**src/rtl/dlock_pkg.sv**
```systemverilog
// Shared constants for the door-lock keystore: FSM state encodings,
// the rejected all-zero code and the factory default code.
package dlock_pkg;

  localparam logic [1:0] ST_IDLE     = 2'd0;
  localparam logic [1:0] ST_UNLOCKED = 2'd1;
  localparam logic [1:0] ST_LOCKOUT  = 2'd2;

  localparam logic [15:0] REJECT_CODE  = 16'h0000;
  localparam logic [15:0] DEFAULT_CODE = 16'h1234;

endpackage

```
**src/rtl/dlock_lockout_timer.sv**
```systemverilog
// 16-bit lockout down-counter: load sets the start value, expire is high
// while enabled and the count has reached zero.
module dlock_lockout_timer (
  input  logic        clk,
  input  logic        rstn,
  input  logic        load,
  input  logic [15:0] load_val,
  input  logic        en,
  output logic        expire
);

  logic [15:0] count;

  always_ff @(posedge clk or negedge rstn) begin
    if (!rstn) begin
      count <= 16'd0;
    end else if (load) begin
      count <= load_val;
    end else if (en && (count != 16'd0)) begin
      count <= count - 16'd1;
    end
  end

  assign expire = en && (count == 16'd0);

endmodule

```
**src/rtl/dlock_keystore.sv**
```systemverilog
// Keystore for the door lock: holds the secret code, compares entered codes,
// counts failures, enforces a timed lockout and handles code reprogramming.
module dlock_keystore #(
  parameter logic [15:0] DEFAULT_CODE   = dlock_pkg::DEFAULT_CODE,
  parameter int          MAX_FAILS      = 3,
  parameter int          LOCKOUT_CYCLES = 1000
) (
  input  logic        clk,
  input  logic        rstn,
  input  logic [15:0] Full_Input,
  input  logic        code_ready,
  input  logic        lock,
  input  logic        Error,
  input  logic        relock,
  input  logic        prog_req,
  output logic        lockcomp,
  output logic        lockout,
  output logic [1:0]  fail_cnt,
  output logic        prog_ack,
  output logic        prog_nack,
  output logic [1:0]  dbg_state
);
  import dlock_pkg::*;

  localparam logic [2:0]  MAX_FAILS_3 = 3'(MAX_FAILS);
  localparam logic [1:0]  MAX_FAILS_2 = 2'(MAX_FAILS);
  localparam logic [15:0] TIMER_LOAD  = 16'(LOCKOUT_CYCLES - 1);

  logic [1:0]  state;
  logic [15:0] stored_code;
  logic        err_q;
  logic        err_rise;
  logic        trip;
  logic        code_match;
  logic        timer_load;
  logic        timer_en;
  logic        timer_expire;

  assign err_rise   = Error && !err_q;
  assign trip       = ({1'b0, fail_cnt} + 3'd1) >= MAX_FAILS_3;
  assign code_match = (Full_Input == stored_code);
  // Lock beats a coincident Error edge, so only load the timer without lock.
  assign timer_load = (state == ST_IDLE) && !lock && err_rise && trip;
  assign timer_en   = (state == ST_LOCKOUT);
  assign dbg_state  = state;

  dlock_lockout_timer u_timer (
    .clk      (clk),
    .rstn     (rstn),
    .load     (timer_load),
    .load_val (TIMER_LOAD),
    .en       (timer_en),
    .expire   (timer_expire)
  );

  always_ff @(posedge clk or negedge rstn) begin
    if (!rstn) begin
      state       <= ST_IDLE;
      stored_code <= DEFAULT_CODE;
      lockcomp    <= 1'b0;
      lockout     <= 1'b0;
      fail_cnt    <= 2'd0;
      prog_ack    <= 1'b0;
      prog_nack   <= 1'b0;
      err_q       <= 1'b0;
    end else begin
      err_q     <= Error;
      prog_ack  <= 1'b0;
      prog_nack <= 1'b0;
      case (state)
        ST_IDLE: begin
          if (relock) begin
            lockcomp <= 1'b0;
          end else if (code_ready) begin
            lockcomp <= code_match;
          end
          if (lock) begin
            state    <= ST_UNLOCKED;
            fail_cnt <= 2'd0;
          end else if (err_rise) begin
            if (trip) begin
              state    <= ST_LOCKOUT;
              lockout  <= 1'b1;
              lockcomp <= 1'b0;
              fail_cnt <= MAX_FAILS_2;
            end else begin
              fail_cnt <= fail_cnt + 2'd1;
            end
          end
        end
        ST_UNLOCKED: begin
          if (relock) begin
            state    <= ST_IDLE;
            lockcomp <= 1'b0;
          end else if (code_ready) begin
            if (!prog_req) begin
              lockcomp <= code_match;
            end else if (Full_Input == REJECT_CODE) begin
              prog_nack <= 1'b1;
            end else begin
              stored_code <= Full_Input;
              prog_ack    <= 1'b1;
            end
          end
        end
        ST_LOCKOUT: begin
          lockcomp <= 1'b0;
          if (timer_expire) begin
            state    <= ST_IDLE;
            lockout  <= 1'b0;
            fail_cnt <= 2'd0;
          end
        end
        default: state <= ST_IDLE;
      endcase
    end
  end

endmodule
```
**config.mk**
```make
export PLATFORM = sky130hd
export DESIGN_NAME = dlock_keystore
export DESIGN_NICKNAME = d
export VERILOG_FILES = /design/src/rtl/dlock_pkg.sv /design/src/rtl/dlock_lockout_timer.sv /design/src/rtl/dlock_keystore.sv
export SDC_FILE = /design/constraint.sdc
export NUM_CORES = 1
export LEC_CHECK = 0
export BUFFER_PORTS_ARGS = -buffer_cell sky130_fd_sc_hd__buf_2
export CAP_MARGIN = 25
export CORE_MARGIN = 10
export CORE_UTILIZATION = 25
export CTS_CLUSTER_SIZE = 24
export DETAILED_ROUTE_END_ITERATION = 10
export GPL_TIMING_DRIVEN = 0
export PLACE_DENSITY = 0.46
export SLEW_MARGIN = 25
export SYNTH_ARGS = -nofsm -noshare
export SYNTH_HDL_FRONTEND = slang
export SYNTH_HIERARCHICAL = 1
export SYNTH_SLANG_ARGS = --single-unit
```
**constraint.sdc**
```tcl
create_clock -name clk -period 3.1 [get_ports clk]
set_clock_uncertainty 0.15 [all_clocks]
set_input_delay 0.465 -clock clk [delete_from_list [all_inputs] [get_ports clk]]
set_output_delay 0.465 -clock clk [all_outputs]
set_load 0.1 [all_outputs]
```
# == Yosys cells after proc, flatten, opt, wreduce, memory -nomap -nowiden ==
# Cells that the tools add are included.
# totals
regBits,41
inputBits,23
# classes
n_addsub,3
n_lt_le_gt_ge,1
eq_ne,12
n_mux,36
bitwise,2
n_reduce_logical,20
# op_table
cell,count
$logic_not A16 Y1,2
$mux W16,2
$mux W1,22
$eq A16 B16 Y1,1
$mux W2,8
$reduce_bool A16 Y1,1
$sub A16 B1 Y16 const B,1
$ne A3 B3 Y1 const B,4
$ne A2 B2 Y1 const B,5
$reduce_and A5 Y1,2
$logic_and A1 B1 Y1,6
$pmux W2 S3,1
$reduce_and A3 Y1,2
$pmux W2 S2,1
$reduce_and A4 Y1,1
$reduce_bool A2 Y1,2
$add A2 B1 Y3 const B,1
$ge A3 B2 Y1 const B,1
$pmux W1 S3,1
$reduce_bool A3 Y1,1
$add A2 B1 Y2 const B,1
$eq A2 B1 Y1 const B,1
$eq A2 B2 Y1 const B,1
$logic_not A1 Y1,2
3 further kinds,4

# == Longest topological paths before layout ==
# logic_depth
word_depth,7
mapped_depth,10
ltp_nobuf,9

# == Hierarchy ==
# The synthesis kept the hierarchy.
# by_module_without_submodules
mod,instances,cells_per_inst,area_each_um2,seq_area_each_um2
dlock_keystore,1,117,1361.3,631.9
dlock_lockout_timer,1,124,1049.8,400.4

# == Least setup slack after synthesis ==
# No wires, ideal clock.
# synth_timing
path_type,register to register
startpoint,reg state[1] (netlist: dbg_state[1])
endpoint,reg fail_cnt[0]
setup_time_ns,0.126
arrival_time_ns,3.085
required_ns,2.824
slack_ns,-0.261
path_stages_with_launch,9
path_buffers,1
synth_period_minus_slack_ns,3.361
cell_sequence,dfrtp_1 -> ha_1 -> clkbuf_1 -> clkinv_1 -> nor3_1 -> and3_1 -> nor2b_1 -> a211oi_1 -> mux2_2
# synth_via
elab_chain_cells,4
word_cells_on_any_way,8
classes_between,eq/ne: 3; mux: 1; reduce/logical: 4
# synth_lines
element,line,source
from (decl),dlock_keystore.sv:29,logic [1:0] state;
from (signal assigned),dlock_keystore.sv:58,state <= ST_IDLE;
from (signal assigned),dlock_keystore.sv:78,state <= ST_UNLOCKED;
from (signal assigned),dlock_keystore.sv:82,state <= ST_LOCKOUT;
$eq A2 B2 Y1,dlock_keystore.sv:44,assign timer_en = (state == ST_LOCKOUT);
net timer_en,dlock_keystore.sv:36,logic timer_en;
$logic_and A1 B1 Y1,dlock_lockout_timer.sv:24,assign expire = en && (count == 16'd0);
net timer_expire,dlock_keystore.sv:37,logic timer_expire;
$ne A2 B2 Y1 (no source line),n/a,
$reduce_and A3 Y1 (no source line),n/a,
to (signal assigned),dlock_keystore.sv:87,fail_cnt <= fail_cnt + 2'd1;
to (decl),dlock_keystore.sv:18,"output logic [1:0] fail_cnt,"
# The timed path passes the listed nets, and every way through them passes these cells.
# A chain may end at the register's enable or synchronous reset.

# == Final worst setup path ==
# layout_timing
startpoint,reg state[0] (netlist: dbg_state[0])
endpoint,reg fail_cnt[0]
# Same word-level chain as after synthesis.

==> results.json <==
{
  "status": "complete, but fails checks",
  "violations": "negative hold slack",
  "final_layout_size_suffix_gt1_share_pct": 24.9,
  "reg2reg_depth": 9,
  "die_height_um": 118,
  "stdcell_count": 422,
  "place_congestion": 0.799,
  "synth-seq-area-share_pct": 42.8,
  "clock_path_buffers": 2,
  "numCtsBuffers": 5,
  "synthDistinctLibCells": 51,
  "clock_latency_ns": 0.30,
  "post-place-ws_ns": -0.439,
  "cts_setup_buffers": 0,
  "grt_pass1_vias": 2010,
  "final_core_util_pct": 31.1,
  "yosysWarnings": 6,
  "crit_required_ns": 3.14,
  "holdBufCountCts": 0,
  "syn-cell-area_um2": 2410,
  "vias": 1995,
  "rrSetupSlack_ns": 0.29,
  "coreArea_um2": 9330,
  "critical_path_class": "flop to flop",
  "remaining_drc_errors": 0,
  "yosysTopAreaCell": "dfrtp_1",
  "ys_seq_elements": 41,
  "root_buffer": "clkbuf_8",
  "grt_usage_pct": 8.70,
  "clk_pin_slew_ns": 0.09,
  "min_path_type": "input port to async pin",
  "dr.pass1.iters": 4,
  "fin_ws_ns": 0.285,
  "async_flop_share_pct": 100,
  "hold_viol_final": 5,
  "slew_violations": 0,
  "io_pins": 31,
  "drt-total-wl_um": 5950,
  "syn2layout_area_growth_pct": 20.3,
  "synth_area_leaders": "dfrtp_1 37%, xor2_1 5.8%, dfstp_2 5.4%, mux2_4 5.0%, nor2_1 3.3%",
  "vias_per_cell": 4.73,
  "startpoint_type": "flop",
  "wl_per_cell_um": 14.1,
  "ir_worst_vdd_v": 0.000251,
  "dp_cells": 414,
  "period_needed_ns": 2.81,
  "avgSynthCellArea_um2": 10.0,
  "fmaxAchievable_ghz": 0.355,
  "ant_nets": 0,
  "worstPathArrival_ns": 2.86,
  "end_kind": "flop",
  "r2r-start": "dbg_state[0]$_DFFE_PN0P_",
  "grt_pass1_wl_um": 10200,
  "fin_hold_ws_ns": -0.00395,
  "start_util_pct": 25.8,
  "worstMarginPinSlew_ns": 0.537,
  "maxCapViolCount": 0,
  "power_density_nw_per_um2": 819,
  "cts_tree": "yes",
  "hpwl_um": 4390,
  "die_w_um": 118,
  "num_rows": 35,
  "fin_crit_sh_pct": 90.8,
  "rsz0062_at_grt": "no",
  "io_buffer_count": 30,
  "grt_max_degree": 42,
  "r2r_end": "fail_cnt[0]$_DFFE_PN0P_",
  "antenna_found_initial": 0,
  "synthCells": 241,
  "yosys_most_used_dff": "dfrtp_1",
  "htree_num_levels": 2,
  "finalSetupViolCount": 0,
  "cts_num_sinks": 41,
  "fin_nets": 319,
  "synth_top_cell_area_share_pct": 37.4,
  "drt-initial-drc-count": 194,
  "dieArea_um2": 14000,
  "overflow": 0,
  "diodes": 0,
  "p_total_mw": 2.37,
  "critPathMaxFanout": 10,
  "synth-edff-count": 0,
  "relSlewSlack_pct": 63.7,
  "p_leak_nw": 1.26
}
[per-stage QoR]
step | instance area [µm²] | setup TNS (ns)
global route | 2900 | 0
detailed placement | 2780 | -1.20
global placement | 2780 | -0.984
floorplan | 2470 | 0
finish | 2900 | 0
CTS | 2880 | 0
[repair_timing]
action / 4_1_cts / 5_1_grt
endpoints found under the setup margin: 4 / 3
cloned: 0 / 0
hold endpoints to repair: 0 / 0
gates resized for setup: 3 / 3
[cells in the mapped netlist (2+ instances only)]
library cell	instances
a211oi_1	2
a21oi_1	5
a22oi_1	2
a31o_2	3
a31oi_1	11
and3_1	2
and4_1	2
clkbuf_1	4
conb_1	2
dfrtp_1	36
dfstp_2	5
ha_1	4
inv_1	11
mux2_1	4
mux2_2	4
mux2_4	8
nand2_1	10
nand2b_1	3
nand3_1	9
nand3b_1	2
nand4_1	7
nor2_1	21
nor2b_1	4
nor3_1	9
nor4_1	11
o21ai_0	10
o31ai_1	4
or3_1	4
or4_1	4
or4b_1	2
xor2_1	16
[power breakdown]
group          internal [mW]  total (mW)  leakage (nW)  switching, mW
sequential             0.787        1.01         0.476          0.225
combinational          0.423       0.975         0.732          0.551
clock                  0.181       0.388        0.0512          0.207
total                   1.39        2.37          1.26          0.983
[flip-flops by register name (all words and copies together) (netlist names)]
name and count:
stored_code 16, u_timer/count 16, dbg_state 2, fail_cnt 2, err_q 1, lockcomp 1, lockout 1, prog_ack 1
prog_nack 1
[cell usage in the layout (no fill, tap or decap), types with 5 or more instances in the layout]
master    instances
a21oi_1           5
a31oi_1          11
buf_2            30
clkbuf_8          6
conb_1           16
dfrtp_1          34
dfstp_2           5
inv_1            11
mux2_4            8
nand2_1          10
nand3_1           9
nand4_1           7
nor2_1           21
nor3_1            8
nor4_1           11
o21ai_0          10
xor2_1           16
[worst max path at each step]
stage                                  start                       to  slack [ns]
finish              dbg_state[0]$_DFFE_PN0P_  fail_cnt[0]$_DFFE_PN0P_        0.29
global route        dbg_state[0]$_DFFE_PN0P_  fail_cnt[0]$_DFFE_PN0P_        0.05
CTS                 dbg_state[0]$_DFFE_PN0P_  fail_cnt[0]$_DFFE_PN0P_        0.08
detailed placement  dbg_state[0]$_DFFE_PN0P_  fail_cnt[0]$_DFFE_PN0P_       -0.44
global placement    dbg_state[0]$_DFFE_PN0P_  fail_cnt[0]$_DFFE_PN0P_       -0.38
floorplan           dbg_state[0]$_DFFE_PN0P_  fail_cnt[0]$_DFFE_PN0P_        0.03
[worst max-delay path: stages (launching register included)]
cell      delay (ns)
dfrtp_2         0.42
inv_1           0.10
ha_1            0.30
clkbuf_2        0.29
clkinv_2        0.20
nor3_4          0.28
and3_1          0.21
nor2b_1         0.07
a211oi_2        0.30
mux2_2          0.37
[cells by family (layout without fill, tap and decap cells)]
logic type	count (synthesis)	after routing	synth area share [%]
buffers and inverters	18	56	3.53
and+or+nand+nor	98	98	23.7
adders and majority gates	4	4	2.08
xor gates and xnor gates	16	16	5.81
muxes	16	16	8.72
other	2	16	0.311
DFF	41	41	42.8
AOI/OAI and AO/OA	46	46	13.0
[routing by layer]
layer / share of wire [%] / global-route usage [%]
met1: 53 / 12.2
met2: 43 / 12.9
met3: 3.3 / 1.90
met4: 0.89 / 2.70
met5: 0 / 0
[area by class of cell]
class	instances	area [µm²]
fill	1009	6430
multi-input combinational	196	1370
sequential	41	1030
tap	129	161
timing repair buffer	30	153
clock buffer	6	82.6
inverter	12	46.3
buffer	6	41.3
clock inverter	2	13.8
Power figures use the tool's default switching activity.
